[config.mk]
export PLATFORM = sky130hd
export DESIGN_NAME = inhibitor_bank
export DESIGN_NICKNAME = d
export VERILOG_FILES = /design/src/rtl/inhibitor_pkg.sv /design/src/rtl/inhibitor_lane.sv /design/src/rtl/inhibitor_bank.sv
export SDC_FILE = /design/constraint.sdc
export NUM_CORES = 1
export LEC_CHECK = 0
export CORE_MARGIN = 2
export CORE_UTILIZATION = 35
export CTS_CLUSTER_SIZE = 40
export DETAILED_ROUTE_END_ITERATION = 8
export PLACE_DENSITY = 0.66
export SYNTH_ARGS = -nofsm -noshare
export SYNTH_HDL_FRONTEND = slang
export SYNTH_HIERARCHICAL = 1
export SYNTH_SLANG_ARGS = --single-unit
[constraint.sdc]
create_clock -name clk -period 2.36 [get_ports clk]
set_input_delay 0.472 -clock clk [delete_from_list [all_inputs] [get_ports clk]]
set_output_delay 0.472 -clock clk [all_outputs]
set_load 0.02 [all_outputs]
[src/rtl/inhibitor_pkg.sv]
// Shared constants and helpers for the inhibitor bank.
package inhibitor_pkg;

    localparam int DEF_WIDTH = 1;
    localparam int DEF_CNT_W = 16;

    // Counters up to 64 bits wide; callers zero-extend and truncate around this.
    function automatic logic [63:0] sat_inc(input logic [63:0] value, input logic [63:0] max);
        if (value >= max)
            sat_inc = max;
        else
            sat_inc = value + 64'd1;
    endfunction

endpackage

[src/rtl/inhibitor_lane.sv]
// One-bit inhibit gate: passes data when enabled (active-low) and flags blocked data.
module inhibitor_lane (
    input  logic i_in,
    input  logic i_en_l,
    input  logic i_force,
    output logic o_out,
    output logic o_blocked
);

    // i_force acts like a second inhibit, so it both kills the output and marks the lane blocked.
    assign o_out     = i_in & ~i_en_l & ~i_force;
    assign o_blocked = i_in & (i_en_l | i_force);

endmodule

[src/rtl/inhibitor_bank.sv]
// WIDTH-lane inhibit gate with registered output, sticky blocked flags and a saturating counter.
// Optional global_inhibit input enabled by defining INHIBITOR_GLOBAL_EN.
module inhibitor_bank
    import inhibitor_pkg::*;
#(
    parameter int WIDTH = DEF_WIDTH,
    parameter int CNT_W = DEF_CNT_W
) (
    input  logic             clk,
    input  logic             reset,
    input  logic [WIDTH-1:0] in,
    input  logic [WIDTH-1:0] enable_l,
`ifdef INHIBITOR_GLOBAL_EN
    input  logic             global_inhibit,
`endif
    input  logic             clear,
    output logic [WIDTH-1:0] out,
    output logic [WIDTH-1:0] out_q,
    output logic [WIDTH-1:0] blocked_sticky,
    output logic [CNT_W-1:0] blocked_cnt
);

    logic             w_force;
    logic [WIDTH-1:0] w_out;
    logic [WIDTH-1:0] w_blocked;
    logic             w_any;
    logic [63:0]      w_cnt_max;
    logic [CNT_W-1:0] w_cnt_next;

    logic [WIDTH-1:0] r_out_q;
    logic [WIDTH-1:0] r_sticky;
    logic [CNT_W-1:0] r_cnt;

`ifdef INHIBITOR_GLOBAL_EN
    assign w_force = global_inhibit;
`else
    assign w_force = 1'b0;
`endif

    for (genvar g = 0; g < WIDTH; g++) begin : g_lane
        inhibitor_lane u_lane (
            .i_in      (in[g]),
            .i_en_l    (enable_l[g]),
            .i_force   (w_force),
            .o_out     (w_out[g]),
            .o_blocked (w_blocked[g])
        );
    end

    assign w_any      = |w_blocked;
    assign w_cnt_max  = 64'({CNT_W{1'b1}});
    assign w_cnt_next = CNT_W'(sat_inc(64'(r_cnt), w_cnt_max));

    always_ff @(posedge clk) begin
        if (reset) begin
            r_out_q  <= '0;
            r_sticky <= '0;
            r_cnt    <= '0;
        end else begin
            r_out_q <= w_out;
            // clear outranks a same-cycle blocked event
            if (clear) begin
                r_sticky <= '0;
                r_cnt    <= '0;
            end else begin
                r_sticky <= r_sticky | w_blocked;
                if (w_any)
                    r_cnt <= w_cnt_next;
            end
        end
    end

    assign out            = w_out;
    assign out_q          = r_out_q;
    assign blocked_sticky = r_sticky;
    assign blocked_cnt    = r_cnt;

endmodule

== Word-level counts from Yosys, hierarchy flattened ==
Index checks and enable logic that the tools add are counted.
Storage, ports and cells
  register bits: 18
  input port bits: 5
  output and inout bits: 19
  word-level logic and storage cells: 11
Cells by class
  $add $sub $neg: 1
  order comparisons: 1
  mux-type cells: 1
  bitwise operators: 4
  reductions and logical operators: 1
Operator list (count)
  $add A16 B1 Y16 const B: 1
  $ge A16 B16 Y1 const B: 1
  $mux W16: 1
  $and A1 B1 Y1: 2
  $reduce_or A2 Y1: 1
  $not A1 Y1: 1
  $or A1 B1 Y1: 1

== Longest topological paths before layout ==
  word-level depth: 2
  mapped depth: 7
  mapped depth without buffers: 5

== By module ==
The synthesis kept the hierarchy.
Modules (own cells, without submodules)
  inhibitor_bank: times used 1, cells an instance 91, area an instance 879.6 µm², seq. area each 360.3 µm²
  inhibitor_lane: times used 1, cells an instance 2, area an instance 20.0 µm², seq. area each 0.0 µm²

== Least setup slack after synthesis ==
Ideal clock, no wire load.
  path kind: input port to flip-flop
  start: in enable_l
  end: reg r_cnt[0] (netlist: blocked_cnt[0])
  library setup time: 70 ps
  arrival time: 1699 ps
  required time: 2290 ps
  path slack: 591 ps
  stages: 7
  path buffers: 2
  cell sequence: o21a_1 buf_4 and3_2 nand3_4 or3_4 buf_6 a21oi_2
On the way
  cells in the longest elaborated chain, start to end: 1
Ends and longest elaborated chain
  from (decl): line inhibitor_bank.sv:12  | input logic [WIDTH-1:0] enable_l,
  $and A1 B1 Y1: line inhibitor_lane.sv:12  | assign o_blocked = i_in & (i_en_l | i_force);
  to (signal assigned): line inhibitor_bank.sv:68  | r_cnt <= w_cnt_next;
  to (decl): line inhibitor_bank.sv:32  | logic [CNT_W-1:0] r_cnt;
Every way passes these cells.
A chain may end at the register's enable or synchronous reset.

== Worst setup path in the final report ==
  start: in in
  end: out out
On the way
  cells in the longest elaborated chain, start to end: 1
Ends and longest elaborated chain
  from (decl): line inhibitor_bank.sv:11  | input logic [WIDTH-1:0] in,
  $and A1 B1 Y1: line inhibitor_lane.sv:11  | assign o_out = i_in & ~i_en_l & ~i_force;
  to (decl): line inhibitor_bank.sv:17  | output logic [WIDTH-1:0] out,
Every way passes these cells.

==> flow_metrics.env <==
export IMPL_cp_required_ps=1890
export IMPL_synth_top_area_frac=0.401
export IMPL_maxSlewViolCount=0
export IMPL_place_hpwl_microns=1380
export IMPL_h_tree_depth=1
export IMPL_clock_root_buffer="clkbuf_4"
export IMPL_p_int_mw=0.418
export IMPL_hold_violations=0
export IMPL_core_area_sq_um=2450
export IMPL_layout_drive_gt1_share=0.210
export IMPL_syn2layout_area_growth_pct=33.0
export IMPL_grt_pass1_vias=733
export IMPL_wl_per_cell_microns=12.3
export IMPL_fin_crit_sh=0.945
export IMPL_port_buffers=23
export IMPL_grt_max_degree=18
export IMPL_worst_slack_ps=129
export IMPL_setup_tns_ps=0
export IMPL_clock_sinks=18
export IMPL_fp_dieW_microns=54.7
export IMPL_finalCoreUtilization=0.487
export IMPL_cts_buffer_depth=2
export IMPL_placed_area_sq_um=1160
export IMPL_gp_congestion=0.836
export IMPL_combPwrFrac=0.067
export IMPL_design_area_sq_um=1200
export IMPL_vias=770
export IMPL_synth_cell_types=35
export IMPL_swShare=0.218
export IMPL_clkPwrFrac=0.357
export IMPL_numCtsBuffers=3
export IMPL_initial_core_util=0.366
export IMPL_pin_count=24
export IMPL_yosys_register_bits=18
export IMPL_power_density_nw_per_um2=446
export IMPL_insertion_delay_ps=290
export IMPL_outcome="finished, final reports clean"
export IMPL_grt_overflow=0
export IMPL_vias_per_cell=5.17
export IMPL_die_y_microns=54.7
export IMPL_final_cell_mix="23 x clkdlybuf4s50_1, 18 x dfxtp_1, 9 x a21oi_2"
export IMPL_ctsHoldBuffers=0
export IMPL_cts_setup_buffers=0
export IMPL_finalClockSkew_ps=10.4
export IMPL_end_kind="primary output"
export IMPL_min_path_type="reg -> reg"
export IMPL_dieArea_sq_um=2990
export IMPL_cts_resized=0
export IMPL_drt_iter0_drc=8
export IMPL_yosysSeqAreaShare=0.401
export IMPL_netlist_instances=93
export IMPL_n_antenna_cell=0
export IMPL_critical_path_arrival_ps=1760
export IMPL_antenna_found_initial=0
export IMPL_drc=0
export IMPL_sequentialPowerShare=0.576
export IMPL_max_freq_ghz=0.448
export IMPL_cap_violations=0
export IMPL_p_sw_mw=0.116
export IMPL_yosys_warnings=6
export IMPL_worst_setup_path_start_kind="input pin"
export IMPL_path_clk_slew_ps=100
export IMPL_ir_drop_mv=0.343
export IMPL_cp_max_fo=2
export IMPL_netlist_area_sq_um=900
export IMPL_wirelength_microns=1840
export IMPL_rows=18
export IMPL_setup_viol=0
export IMPL_first_pass_iters=4
export IMPL_ant_nets=0
export IMPL_crit_type="in -> out"
export IMPL_grt_pass1_wl_microns=3130
export IMPL_hold_slack_ps=472
export IMPL_yosys_area_top_type="dfxtp_1"
export IMPL_finalNetCount=126
export IMPL_cts_tree="built"
export IMPL_period_minus_slack_ps=2230
export IMPL_grt_total_usage=0.143
export IMPL_rsz0062_at_grt="false"
export IMPL_p_leak_nw=0.367
export IMPL_synthTopCellsByArea="dfxtp_1 40%, a21oi_2 8.8%, xnor2_1 4.9%"
export IMPL_layout_commonest_cell="clkdlybuf4s50_1"
export IMPL_dp_slack_ps=123
export IMPL_avgSynthCellArea_sq_um=9.67
power groups by stage:
stage,combinational (mW),sequential [mW],clock (mW)
after global routing,0.0386,0.308,0.206
after CTS,0.0361,0.308,0.195
after detailed placement,0.0361,0.315,0
after global placement,0.0355,0.315,0
final,0.0358,0.308,0.190
after floorplan,0.0181,0.317,0
sequential cells by signal, indices dropped and copies added (netlist names):
signal,cells
blocked_cnt,16
out_q,1
blocked_sticky,1
final timing paths:
path / slack, ps / endpoint / start / depth (start not counted)
worst min register to register: 470 / blocked_sticky$_SDFF_PP0_ / blocked_sticky$_SDFF_PP0_ / 2
worst min-delay path: 470 / blocked_sticky$_SDFF_PP0_ / blocked_sticky$_SDFF_PP0_ / 2
worst max-delay path: 130 / out / in / 3
worst max register to register: 670 / blocked_cnt[8]$_SDFFE_PP0P_ / blocked_cnt[0]$_SDFFE_PP0P_ / 5
stage by stage:
stage | total power [mW] | instances
3_5_place_dp | 0.351 | 145
5_1_grt | 0.552 | 149
4_1_cts | 0.539 | 149
3_3_place_gp | 0.350 | 145
2_1_floorplan | 0.336 | 94
6_report | 0.534 | 149
routing by layer:
layer | vias up | track usage | part of all wire
li1 | 396 | - | -
met1 | 358 | 0.192 | 0.50
met2 | 14 | 0.224 | 0.47
met3 | 2 | 0.0328 | 0.025
met4 | 0 | 0.0500 | 0.0054
met5 | - | 0 | 0
cells in the mapped netlist (all sizes together):
| cell type | number |
|---|---|
| and4b | 1 |
| o21ai | 1 |
| xnor2 | 5 |
| ha | 1 |
| a31oi | 1 |
| or2 | 2 |
| nor3 | 4 |
| a211oi | 1 |
| nand2 | 7 |
| inv | 1 |
| nor3b | 1 |
| o21a | 1 |
| nor4 | 2 |
| mux2i | 1 |
| xor2 | 5 |
| clkbuf | 2 |
| nor2b | 1 |
| conb | 1 |
| nand3 | 3 |
| or3 | 2 |
| dfxtp | 18 |
| nand4 | 6 |
| and4 | 3 |
| a21oi | 14 |
| a41oi | 1 |
| and3 | 3 |
| nor2 | 3 |
| buf | 2 |
kinds of logic after synthesis:
logic type | after synthesis | share of synthesized area
AND/OR/NAND/NOR | 38 | 0.273
XOR/XNOR | 10 | 0.0974
flip-flops | 18 | 0.401
multiplexers | 1 | 0.0111
buffers and inverters | 5 | 0.0334
AO/OA/AOI/OAI | 19 | 0.167
adder cells (fa/ha/maj) | 1 | 0.0139
other | 1 | 0.00417
worst max-delay path, stage by stage:
cell	delay, ps
clkdlybuf4s50_1	470
nor3b_2	180
clkdlybuf4s50_1	630
area by class of cell:
type | count | area, sq um
Fill cell | 238 | 1260
Clock buffer | 4 | 36.3
Sequential cell | 18 | 360
Inverter | 1 | 3.75
Multi-Input combinational cell | 71 | 513
Timing Repair Buffer | 25 | 245
Tap cell | 30 | 37.5
No activity file was read; power rests on OpenSTA's default activity.
==> patch 1: new RTL, config.mk and constraints unchanged <==
Build with the macro `INHIBITOR_GLOBAL_EN` defined.
--- a/src/rtl/inhibitor_bank.sv
+++ b/src/rtl/inhibitor_bank.sv
@@ -2,2 +2,4 @@
 // Optional global_inhibit input enabled by defining INHIBITOR_GLOBAL_EN.
+`define INHIBITOR_GLOBAL_EN
+
 module inhibitor_bank
Interface: changed (added global_inhibit); port bits go from 24 to 25. No check against the original RTL was run, so the function may have changed too.
==> patch 1 against the unedited design <==
Routed wire length is 3.6% higher. Worst setup slack improved by 19 ps. Combinational power up 3%. Die area fell by 0.40%. Power fell by 7.8%. Worst hold slack gained 2.0 ps. Sequential cell count stayed put. Via count is 1.2% lower. Area after synthesis decreased by 0.42%. Clock power is 22% lower. Design area down 0.94%. Critical path type unchanged. Largest cell class unchanged. Highest routed layer is now met3.
==> patch 1: results (changes against the unedited design) <==
[global_route]
grt_use_met3_pct=5.74  ; +2.5 points
met2_usage_pct=25.6  ; +3.2 points
grt_pass1_vias=745  ; +1.6%
grt_use_total_pct=14.9  ; +0.59 points
grt_use_met1_pct=18.3  ; -0.94 points

[finish]
final.fill_count=242  ; +1.7%
drive_gt1_share_pct=20.5  ; -0.50 points

[worst_setup_path]
reg2reg_slack_ps=630  ; -40 ps
timing.rr.end=blocked_cnt[10]$_SDFFE_PP0P_
arrival_ps=1740  ; -20 ps

[timing]
fin_crit_sh_pct=93.7  ; -0.82 points
skew_ps=3.04  ; -7.36 ps
whs_ps=474  ; +2.00 ps

[detailed_routing]
highest_layer=met3
initialDrtViolationCount=3  ; -5
dr_wl_met2_um=941  ; +8.8%
first_pass_iters=5  ; +1
finalWirelength_um=1910  ; +3.6%
wl_met1_um=899  ; -1.9%

[place]
placed_area_um2=1160  ; +0.22%
gp_routability_congestion=0.736  ; -12%
hpwl_um=1450  ; +5.0%
port_buffers=24  ; +4.3%

[pwr]
combPwrFrac_pct=7.5  ; +0.8 points
clkPwrFrac_pct=30.0  ; -5.7 points
irDropWorstVdd_uv=332  ; -3.4%
switchingPower_w=0.000108  ; -6.9%
p_clk_w=0.000148  ; -22%
p_leak_nw=0.357  ; -2.7%

[synthesis]
synth_area_leaders=dfxtp_1 40%, a21oi_2 8.8%, xnor2_1 4.9%
ys_seq_area_share_pct=40.2  ; +0.17 points
ys_types=34  ; -2.9%

[status]
outcome=completed

-- patch 1: cells by family (layout without fill, tap and decap cells) --
family          after synthesis  in the layout  synth area share (%)
compound gates               19             19                  16.8
xor+xnor                     10             10                  9.78
mux                           1              1                  1.12
flops                        18             18                  40.2
simple gates                 38             38                  27.4
fa+ha+maj                     1              1                  1.40
buf+inv                       5             30                  3.35
-- patch 1: area by class of cell --
| class | instances | area (um^2) | area share (%) |
|---|---|---|---|
| inverters | 1 | 3.75 | 0.317 |
| multi-input cells | 69 | 505 | 42.7 |
| well taps | 30 | 37.5 | 3.17 |
| repair buffers | 26 | 255 | 21.5 |
| flip-flops and latches | 18 | 360 | 30.4 |
| clock buffers | 3 | 22.5 | 1.90 |
-- patch 1: metrics by stage --
step / util [%] / std cells
after detailed placement: 47.3 / 144
final: 48.3 / 147
after global placement: 47.3 / 144
after global routing: 48.3 / 147
after CTS: 48.3 / 147
after floorplan: - / 92
==> patch 2: new RTL, same settings <==
Without the edit above. Reset style: asynchronous (`reset`), changed in one clocked block.
--- a/src/rtl/inhibitor_bank.sv
+++ b/src/rtl/inhibitor_bank.sv
@@ -53,3 +53,3 @@
 
-    always_ff @(posedge clk) begin
+    always_ff @(posedge clk or posedge reset) begin
         if (reset) begin
Behaviour: differs if reset is asserted again (counterexample within 4 cycles, from zero or initial values and one cycle with reset high); with reset held inactive, the same outputs for 10 cycles.
==> patch 2 against the unedited design <==
Synthesized cell count is 9.7% higher. Combinational power is 56% higher. Sequential cell count stayed put. Worst setup slack worse by 12 ps. Sequential share of layout area is 4.4 points higher. Area after synthesis is 13% higher. Design area is 9.1% higher. Power is 1.9% lower. Routed wire length is 28% higher. Cell count is 6.0% higher. Largest power group unchanged.
==> patch 2: results (changes against the unedited design) <==
[finish]
drive_gt1_share_pct=11.8  ; -9.2 points
nNetsFinal=135  ; +7.1%

[detailed_routing]
wl_met3_um=108  ; +130%
viasPerCell=5.72  ; +11%
wl_met1_um=1120  ; +22%
wl_per_cell_um=14.9  ; +21%
initialDrtViolationCount=13  ; +5
dr_wl_met2_um=1120  ; +29%

[worst_setup_path]
timing.rr.end=blocked_cnt[14]$_DFFE_PP0P_
critical-path-top-delay-family=buffers and inverters
reg2reg_slack_ps=730  ; +60 ps
crit_fanout=2  ; unchanged
rr_startpoint=blocked_cnt[0]$_DFFE_PP0P_
arrival_ps=1770

[pwr]
p_leak_nw=0.529  ; +44%
irDropWorstVdd_uv=323  ; -5.8%

[synthesis]
async_flop_share_pct=100  ; +100 points
ys_warn_count=6  ; unchanged
ys_seq_area_share_pct=44.3  ; +4.2 points
synth_xor_area_share_pct=0  ; -9.7 points
synthAdderAreaFrac_pct=1.23  ; -0.16 points
muxShareOfSynthArea_pct=2.95  ; +1.8 points
synth_compound_area_share_pct=17.5  ; +0.78 points
synth_common_cells=18 x dfrtp_1, 12 x nor2_1, 9 x a31oi_1
ys_types=30  ; -14%
synth_area_leaders=dfrtp_1 44%, a31oi_1 5.5%, nand4_1 4.9%

[global_route]
antenna_found_initial=0  ; unchanged
grt_use_total_pct=15.6  ; +1.2 points
grt_max_degree=19  ; +1
grt_pass1_wl_um=4060  ; +30%
grt_pass1_vias=886  ; +21%

[status]
outcome=completed

[min_path]
holdCritStartpoint=blocked_sticky$_DFF_PP0_
hold_path_end=blocked_sticky$_DFF_PP0_
worstHoldPathType=reg2reg

[clock_network]
post-cts-setup-buffers=0  ; unchanged
clk_pin_slew_worst_paths_ps=100  ; about the same
clk_latency_ps=290  ; about the same
ctsLongestPathBuffers=2  ; unchanged

[place]
gp_routability_congestion=0.771  ; -7.8%
port_buffers=23  ; unchanged
placed_area_um2=1280  ; +11%
hpwl_um=1690  ; +23%

[timing]
whs_ps=517  ; +44.7 ps
skew_ps=6.78  ; -3.62 ps

patch 2: cell types whose count changed after synthesis, moves of 6 or more:
cell	change
dfrtp_1	+18
dfxtp_1	-18
nor2_1	+9
o21bai_1	+6
a21oi_2	-9
a31oi_1	+8
patch 2: final cells by class:
| class | count | area [um^2] |
|---|---|---|
| Fill cell | 268 | 1450 |
| Multi-Input combinational cell | 80 | 544 |
| Sequential cell | 18 | 450 |
| Timing Repair Buffer | 25 | 245 |
| Tap cell | 31 | 38.8 |
| Clock buffer | 3 | 22.5 |
| Inverter | 1 | 3.75 |
patch 2: how the worst max path moves through the flow:
stage,cells past startpoint,end
floorplan,5,blocked_cnt[14]$_DFFE_PP0P_
global placement,3,out
detailed placement,3,out
CTS,3,out
global route,3,out
finish,3,out
patch 2: worst reg2reg max path: stages, from the launching register on:
cell and delay [ps]:
dfrtp_1 460, ha_1 270, nand3_1 180, nor4b_2 290, mux2i_1 240, nor2_1 60
patch 2: per-stage QoR:
stage          setup WS (ps)  cells
2_1_floorplan            809    103
3_3_place_gp             150    155
3_5_place_dp             109    155
4_1_cts                  103    158
5_1_grt                 53.5    158
6_report                 118    158
patch 2: routing by layer:
metal | vias to the layer above | track usage, %
met5 | - | 0
met4 | 0 | 3.65
met3 | 2 | 3.35
met2 | 24 | 24.2
met1 | 438 | 22.2
li1 | 440 | -
patch 2: power by group:
part	total [W]	switching (W)	leakage [nW]	internal (W)
sequential	0.000320	0.00000631	0.248	0.000313
combinational	0.0000559	0.0000314	0.268	0.0000245
clock	0.000149	0.0000894	0.0138	0.0000592
total	0.000524	0.000127	0.529	0.000397
